**src/rtl/sar_track_ctrl_if.sv**
```systemverilog
// Handshake bundle between the phase detector / loop supervisor and the
// SAR tracking controller. The master drives start/COMP, the slave (the
// controller) returns the code, its thermometer decode and the status flags.
interface sar_track_ctrl_if #(
  parameter int WIDTH      = 10,
  parameter int THERM_BITS = 4
) ();
  logic                           start;
  logic                           COMP;
  logic [WIDTH-1:0]               Q;
  logic [(1 << THERM_BITS)-2:0]   T;
  logic [(1 << THERM_BITS)-2:0]   Tb;
  logic                           busy;
  logic                           done;
  logic                           tracking;
  logic                           locked;

  modport master (
    output start, COMP,
    input  Q, T, Tb, busy, done, tracking, locked
  );

  modport slave (
    input  start, COMP,
    output Q, T, Tb, busy, done, tracking, locked
  );
endinterface

```
**src/rtl/sar_track_ctrl.sv**
```systemverilog
// SAR delay-line control loop: binary search on the control code from the
// phase-detector result, then +/-1 tracking with lock detection on a run of
// direction reversals. The coarse-cell thermometer is registered with Q.
module sar_track_ctrl #(
  parameter int WIDTH      = 10,
  parameter int THERM_BITS = 4,
  parameter int SETTLE     = 2,
  parameter int LOCK_CNT   = 8
) (
  input  logic          clk4,
  input  logic          rst,
  sar_track_ctrl_if.slave bus
);
  localparam int TW = (1 << THERM_BITS) - 1;
  localparam int BW = $clog2(WIDTH);
  localparam int WW = (SETTLE > 0) ? $clog2(SETTLE + 1) : 1;

  typedef enum logic [1:0] {IDLE, SEARCH, TRACK} state_t;

  state_t          state_q, state_d;
  logic [WIDTH-1:0] q_q, q_d;
  logic [BW-1:0]   b_q, b_d;
  logic [WW-1:0]   wcnt_q, wcnt_d;
  logic [7:0]      lcnt_q, lcnt_d;
  logic            pdir_q, pdir_d;
  logic            pvld_q, pvld_d;
  logic            busy_q, busy_d;
  logic            done_q, done_d;
  logic            trk_q, trk_d;
  logic            lck_q, lck_d;
  logic [TW-1:0]   t_q, t_d;
  logic [THERM_BITS-1:0] m;

  // Next-state: start restarts from midscale; otherwise act only on settled edges.
  always_comb begin
    state_d = state_q;
    q_d     = q_q;
    b_d     = b_q;
    wcnt_d  = (wcnt_q != '0) ? wcnt_q - 1'b1 : wcnt_q;
    lcnt_d  = lcnt_q;
    pdir_d  = pdir_q;
    pvld_d  = pvld_q;
    busy_d  = busy_q;
    done_d  = 1'b0;
    trk_d   = trk_q;
    lck_d   = lck_q;
    if (bus.start) begin
      state_d        = SEARCH;
      q_d            = '0;
      q_d[WIDTH-1]   = 1'b1;
      b_d            = BW'(WIDTH - 1);
      wcnt_d         = WW'(SETTLE);
      busy_d         = 1'b1;
      trk_d          = 1'b0;
      lck_d          = 1'b0;
      lcnt_d         = '0;
      pvld_d         = 1'b0;
    end else if (wcnt_q == '0) begin
      case (state_q)
        SEARCH: begin
          q_d[b_q] = bus.COMP;
          wcnt_d   = WW'(SETTLE);
          if (b_q != '0) begin
            q_d[b_q - 1'b1] = 1'b1;
            b_d             = b_q - 1'b1;
          end else begin
            done_d  = 1'b1;
            busy_d  = 1'b0;
            trk_d   = 1'b1;
            state_d = TRACK;
            pvld_d  = 1'b0;
          end
        end
        TRACK: begin
          wcnt_d = WW'(SETTLE);
          // A saturated step is still a step in its direction for lock purposes.
          if (bus.COMP) begin
            if (q_q != '1) q_d = q_q + 1'b1;
          end else begin
            if (q_q != '0) q_d = q_q - 1'b1;
          end
          if (pvld_q) begin
            if (bus.COMP != pdir_q) begin
              if (lcnt_q < 8'(LOCK_CNT)) lcnt_d = lcnt_q + 8'd1;
              if (lcnt_d == 8'(LOCK_CNT)) lck_d = 1'b1;
            end else begin
              lcnt_d = '0;
              lck_d  = 1'b0;
            end
          end
          pdir_d = bus.COMP;
          pvld_d = 1'b1;
        end
        default: ;
      endcase
    end
  end

  // Thermometer of the next code's MSB field so T lands on the same edge as Q.
  always_comb begin
    m = q_d[WIDTH-1 -: THERM_BITS];
    t_d = '0;
    for (int i = 0; i < TW; i++) t_d[i] = (THERM_BITS'(i) < m);
  end

  // Loop state and registered outputs.
  always_ff @(posedge clk4 or posedge rst) begin
    if (rst) begin
      state_q <= IDLE;
      q_q     <= '0;
      b_q     <= '0;
      wcnt_q  <= '0;
      lcnt_q  <= '0;
      pdir_q  <= 1'b0;
      pvld_q  <= 1'b0;
      busy_q  <= 1'b0;
      done_q  <= 1'b0;
      trk_q   <= 1'b0;
      lck_q   <= 1'b0;
      t_q     <= '0;
    end else begin
      state_q <= state_d;
      q_q     <= q_d;
      b_q     <= b_d;
      wcnt_q  <= wcnt_d;
      lcnt_q  <= lcnt_d;
      pdir_q  <= pdir_d;
      pvld_q  <= pvld_d;
      busy_q  <= busy_d;
      done_q  <= done_d;
      trk_q   <= trk_d;
      lck_q   <= lck_d;
      t_q     <= t_d;
    end
  end

  assign bus.Q        = q_q;
  assign bus.T        = t_q;
  assign bus.Tb       = ~t_q;
  assign bus.busy     = busy_q;
  assign bus.done     = done_q;
  assign bus.tracking = trk_q;
  assign bus.locked   = lck_q;
endmodule
```
**src/flat_wrapper.sv**
```systemverilog
// flat-port wrapper written by rule: the top's interface ports become plain ports
module sar_track_ctrl_flat 
#(
  parameter int WIDTH      = 10,
  parameter int THERM_BITS = 4,
  parameter int SETTLE     = 2,
  parameter int LOCK_CNT   = 8
)
  (clk4, rst, bus_start, bus_COMP, bus_Q, bus_T, bus_Tb, bus_busy, bus_done, bus_tracking, bus_locked);
  sar_track_ctrl_if #(.WIDTH(WIDTH), .THERM_BITS(THERM_BITS)) bus_i ();
  input  logic clk4;
  input  logic rst;
  input wire logic [$bits(bus_i.start)-1:0] bus_start;
  input wire logic [$bits(bus_i.COMP)-1:0] bus_COMP;
  output wire logic [$bits(bus_i.Q)-1:0] bus_Q;
  output wire logic [$bits(bus_i.T)-1:0] bus_T;
  output wire logic [$bits(bus_i.Tb)-1:0] bus_Tb;
  output wire logic [$bits(bus_i.busy)-1:0] bus_busy;
  output wire logic [$bits(bus_i.done)-1:0] bus_done;
  output wire logic [$bits(bus_i.tracking)-1:0] bus_tracking;
  output wire logic [$bits(bus_i.locked)-1:0] bus_locked;
  assign bus_i.start = bus_start;
  assign bus_i.COMP = bus_COMP;
  assign bus_Q = bus_i.Q;
  assign bus_T = bus_i.T;
  assign bus_Tb = bus_i.Tb;
  assign bus_busy = bus_i.busy;
  assign bus_done = bus_i.done;
  assign bus_tracking = bus_i.tracking;
  assign bus_locked = bus_i.locked;
  sar_track_ctrl #(.WIDTH(WIDTH), .THERM_BITS(THERM_BITS), .SETTLE(SETTLE), .LOCK_CNT(LOCK_CNT)) u_core (.clk4(clk4), .rst(rst), .bus(bus_i));
endmodule
```
**config.mk**
```make
export PLATFORM = sky130hd
export DESIGN_NAME = sar_track_ctrl_flat
export DESIGN_NICKNAME = d
export VERILOG_FILES = /design/src/rtl/sar_track_ctrl_if.sv /design/src/rtl/sar_track_ctrl.sv /design/src/flat_wrapper.sv
export SDC_FILE = /design/constraint.sdc
export NUM_CORES = 1
export LEC_CHECK = 0
export CAP_MARGIN = 10
export CORE_MARGIN = 2
export CORE_UTILIZATION = 49
export CTS_CLUSTER_DIAMETER = 30
export DETAILED_ROUTE_END_ITERATION = 7
export PLACE_DENSITY = 0.8
export SKIP_CTS_REPAIR_TIMING = 1
export SYNTH_ARGS = -nofsm -noshare
export SYNTH_HDL_FRONTEND = slang
export SYNTH_SLANG_ARGS = --single-unit
```
**constraint.sdc**
```tcl
create_clock -name clk4 -period 2.36 [get_ports clk4]
set_clock_uncertainty 0.15 [all_clocks]
set_input_delay 0.472 -clock clk4 [delete_from_list [all_inputs] [get_ports clk4]]
set_output_delay 0.472 -clock clk4 [all_outputs]
set_load 0.05 [all_outputs]
```
==> metrics.md <==
| Metric | Value |
|---|---|
| Initial antenna violation count | `0` |
| Sequential power share | `32.9%` |
| CTS sink count | `44` |
| Area of the multi-input gates | `1880 um^2` |
| Final WL | `9130 um` |
| Core Region | `5920 um^2` |
| Headroom to the max-slew limit | `59.3%` |
| Syn Nets | `371` |
| Htree depth | `2` |
| Ant diodes | `0` |
| Pins over their slew limit | `0` |
| Worst skew pair latency | `0.31 ns` |
| Violated checks | `negative setup slack` |
| Fin crit share | `101%` |
| Sw Ratio | `40.1%` |
| Worst hold slack | `0.305 ns` |
| Initial DRC count | `270` |
| CP bufs+invs | `1` |
| DR vias/cell | `5.85` |
| Startpoint Class | `flip-flop` |
| Max Cap Violations | `0` |
| Register area share after synthesis | `36.5%` |
| Filler instances | `395` |
| Clk buf depth | `2` |
| Crit path largest cell delay | `0.50 ns` |
| CTS Buf Count | `5` |
| Cells after synthesis | `355` |
| Gate power share | `44.2%` |
| Int Power | `1.62 mW` |
| CTS tree | `done` |
| Fin Setup TNS | `-0.0145 ns` |
| Io pins | `48` |
| Prevailing post-synth register cell | `dfrtp_1` |
| Most frequent cells in the layout | `buf_4 (67), nand2_1 (42), clkdlybuf4s50_1 (39)` |
| Die height | `82.4 um` |
| DRC viols | `0` |
| Starting Density | `50.9%` |
| Max IR drop VDD | `0.501 mV` |
| Outcome | `finished, violations left` |
| Crit path kind | `reg -> reg` |
| Die area | `6800 um^2` |
| Total Routing Usage GR | `26.1%` |
| Fin crit period | `2.37 ns` |
| Post-synth ARST share | `100%` |
| Clock power frac | `23.0%` |
| RSZ-0062 raised after global routing | `true` |
| Routed len/inst | `17.2 um` |
| Pre-Repair DR Iteration Count | `5` |
| Mean Syn Cell Area | `8.49 um^2` |
| Nets | `471` |
| Synth unique cells | `60` |
| Area delta synth->final | `43.5%` |
| Worst slew pin tran | `0.607 ns` |
| Final GP Congestion | `0.937` |
| Worst-path cell chain | `or3_1 > nor4b_4 > a21oi_2 > mux2i_1 > o32ai_2 > buf_4 > nor2_4 > nand2_1` |
| Fmax | `421 MHz` |
| Slowest cell on crit path | `dfrtp_2` |
| Number of global-route vias before repair | `2,909` |
| Cell Area, Synth | `3020 um^2` |
| Final Power | `2.70 mW` |
| Crit. End Element | `flip-flop` |
| Pin count of the biggest net entering global routing | `21` |
| Worst-path clk slew | `0.09 ns` |
| Row cnt | `28` |
| Die Wd | `82.4 um` |
| Final WS setup | `-0.0145 ns` |
| Post-DP HPWL | `6240 um` |
| Routed Antenna Nets | `0` |
| Final setup vio count | `1` |
| Storage cell area | `1120 um^2` |
| FF+latch count, synth | `44` |
| Leakage | `2.00 nW` |
| Crit path DAT | `2.41 ns` |
| Final Hold Viols | `0` |
| Commonest non-fill, non-tap cell in the layout | `buf_4` |
| Worst Hold Class | `in -> async` |
| Top delay family on crit path | `simple AND/OR/NAND/NOR gates` |
| P_sw | `1.08 mW` |
| Fraction of final layout cells sized beyond drive strength 1 | `30.7%` |
| Synth Warn # | `0` |
| Post-synth EDFFs | `0` |
| Input/output buffers | `47` |
| Cell Pwr Density | `625 nW/um^2` |
| Clock tree root driver cell | `clkbuf_8` |
| Data required time of the worst path | `2.40 ns` |
| GRT overflow | `0` |
| Util after Layout | `73.1%` |
| CP max FO | `10` |
| Routed vias | `3,109` |
| Global-route wire length before repair | `13,600 um` |
worst paths after layout:
check,from,end,slack [ns],cells past startpoint
min in group clk4,u_core.lcnt_q[6],u_core.lcnt_q[6],0.34,1
setup reg to reg,u_core.bus.Q[3],u_core.bus.T[0],-0.01,8
hold / removal,rst,u_core.bus.T[5],0.31,2
max in group asynchronous,rst,u_core.bus.tracking,1.11,3
hold reg to reg,u_core.lcnt_q[6],u_core.lcnt_q[6],0.34,1
setup / recovery,u_core.bus.Q[3],u_core.bus.T[0],-0.01,8
worst register-to-register path, delay by kind of cell (launching register included):
kind                   cells  cell delay [ns]
AO/OA/AOI/OAI              2             0.25
multiplexers               1             0.20
AND/OR/NAND/NOR            4             0.97
buffers and inverters      1             0.17
flip-flops                 1             0.50
power groups by stage:
stage          Combinational, mW  Clock (mW)  Sequential (mW)
2_1_floorplan              0.562           0             1.05
3_3_place_gp                1.10           0            0.896
3_5_place_dp                1.11           0            0.899
4_1_cts                     1.13       0.629            0.882
5_1_grt                     1.26       0.660            0.896
6_report                    1.19       0.621            0.889
metal layers:
layer	track usage, %	part of all wire [%]	up-vias
met3	4.24	5.5	20
li1	-	-	1456
met2	43.7	51	134
met1	34.4	41	1499
met5	0	0	-
met4	8.83	2.2	0
state kept, by name (all words and copies together) (netlist names):
name                 flops
u_core.bus.tracking      1
u_core.bus.done          1
u_core.bus.Q             9
u_core.state_q           1
u_core.b_q               4
u_core.lcnt_q            8
u_core.wcnt_q            2
u_core.pvld_q            1
u_core.pdir_q            1
u_core.bus.locked        1
u_core.bus.T            15
stage by stage:
| stage | instances | area (um^2) | worst slack, ns |
|---|---|---|---|
| floorplan | 355 | 3120 | -0.00458 |
| global placement | 511 | 3970 | -0.161 |
| detailed placement | 511 | 3970 | -0.158 |
| CTS | 519 | 4090 | -0.0441 |
| global route | 531 | 4330 | -0.122 |
| finish | 531 | 4330 | -0.0145 |
synth_stat cells, types with 4 or more instances:
| master | number | area share (%) |
|---|---|---|
| nand3_1 | 10 | 1.7 |
| o221ai_1 | 5 | 1.5 |
| inv_1 | 33 | 4.1 |
| nor2b_1 | 4 | 0.83 |
| nand4_1 | 4 | 0.83 |
| dfrtp_1 | 44 | 37 |
| mux2i_1 | 11 | 3.7 |
| a31oi_1 | 4 | 0.83 |
| nor4_1 | 4 | 0.83 |
| a211oi_1 | 6 | 1.5 |
| clkbuf_1 | 10 | 1.2 |
| nand2b_1 | 7 | 1.5 |
| a22oi_1 | 5 | 1.2 |
| o211ai_1 | 4 | 1.0 |
| nor2_1 | 28 | 3.5 |
| and2_1 | 8 | 1.7 |
| buf_2 | 8 | 1.3 |
| ha_1 | 12 | 5.0 |
| o21ai_0 | 9 | 1.5 |
| o21ai_1 | 7 | 1.2 |
| nand2_1 | 43 | 5.4 |
| nor3_1 | 12 | 2.0 |
| a21oi_1 | 17 | 2.8 |
logic make-up (layout without fill, tap and decap cells):
group / Yosys count / after routing / synth area share, %
AND/OR/NAND/NOR: 140 / 140 / 24.3
XOR/XNOR: 5 / 5 / 1.45
buffers and inverters: 55 / 156 / 7.43
flip-flops: 44 / 44 / 36.5
adder cells (fa/ha/maj): 12 / 12 / 4.98
AO/OA/AOI/OAI: 85 / 85 / 20.6
multiplexers: 14 / 14 / 4.77
area by class of cell:
class / instances / share of cell area, %
clock inverters: 2 / 0.896
repair buffers: 113 / 22.6
flip-flops and latches: 44 / 25.8
clock buffers: 6 / 1.91
well taps: 75 / 2.17
multi-input cells: 256 / 43.5
inverters: 35 / 3.12
Power figures use the tool's default switching activity.
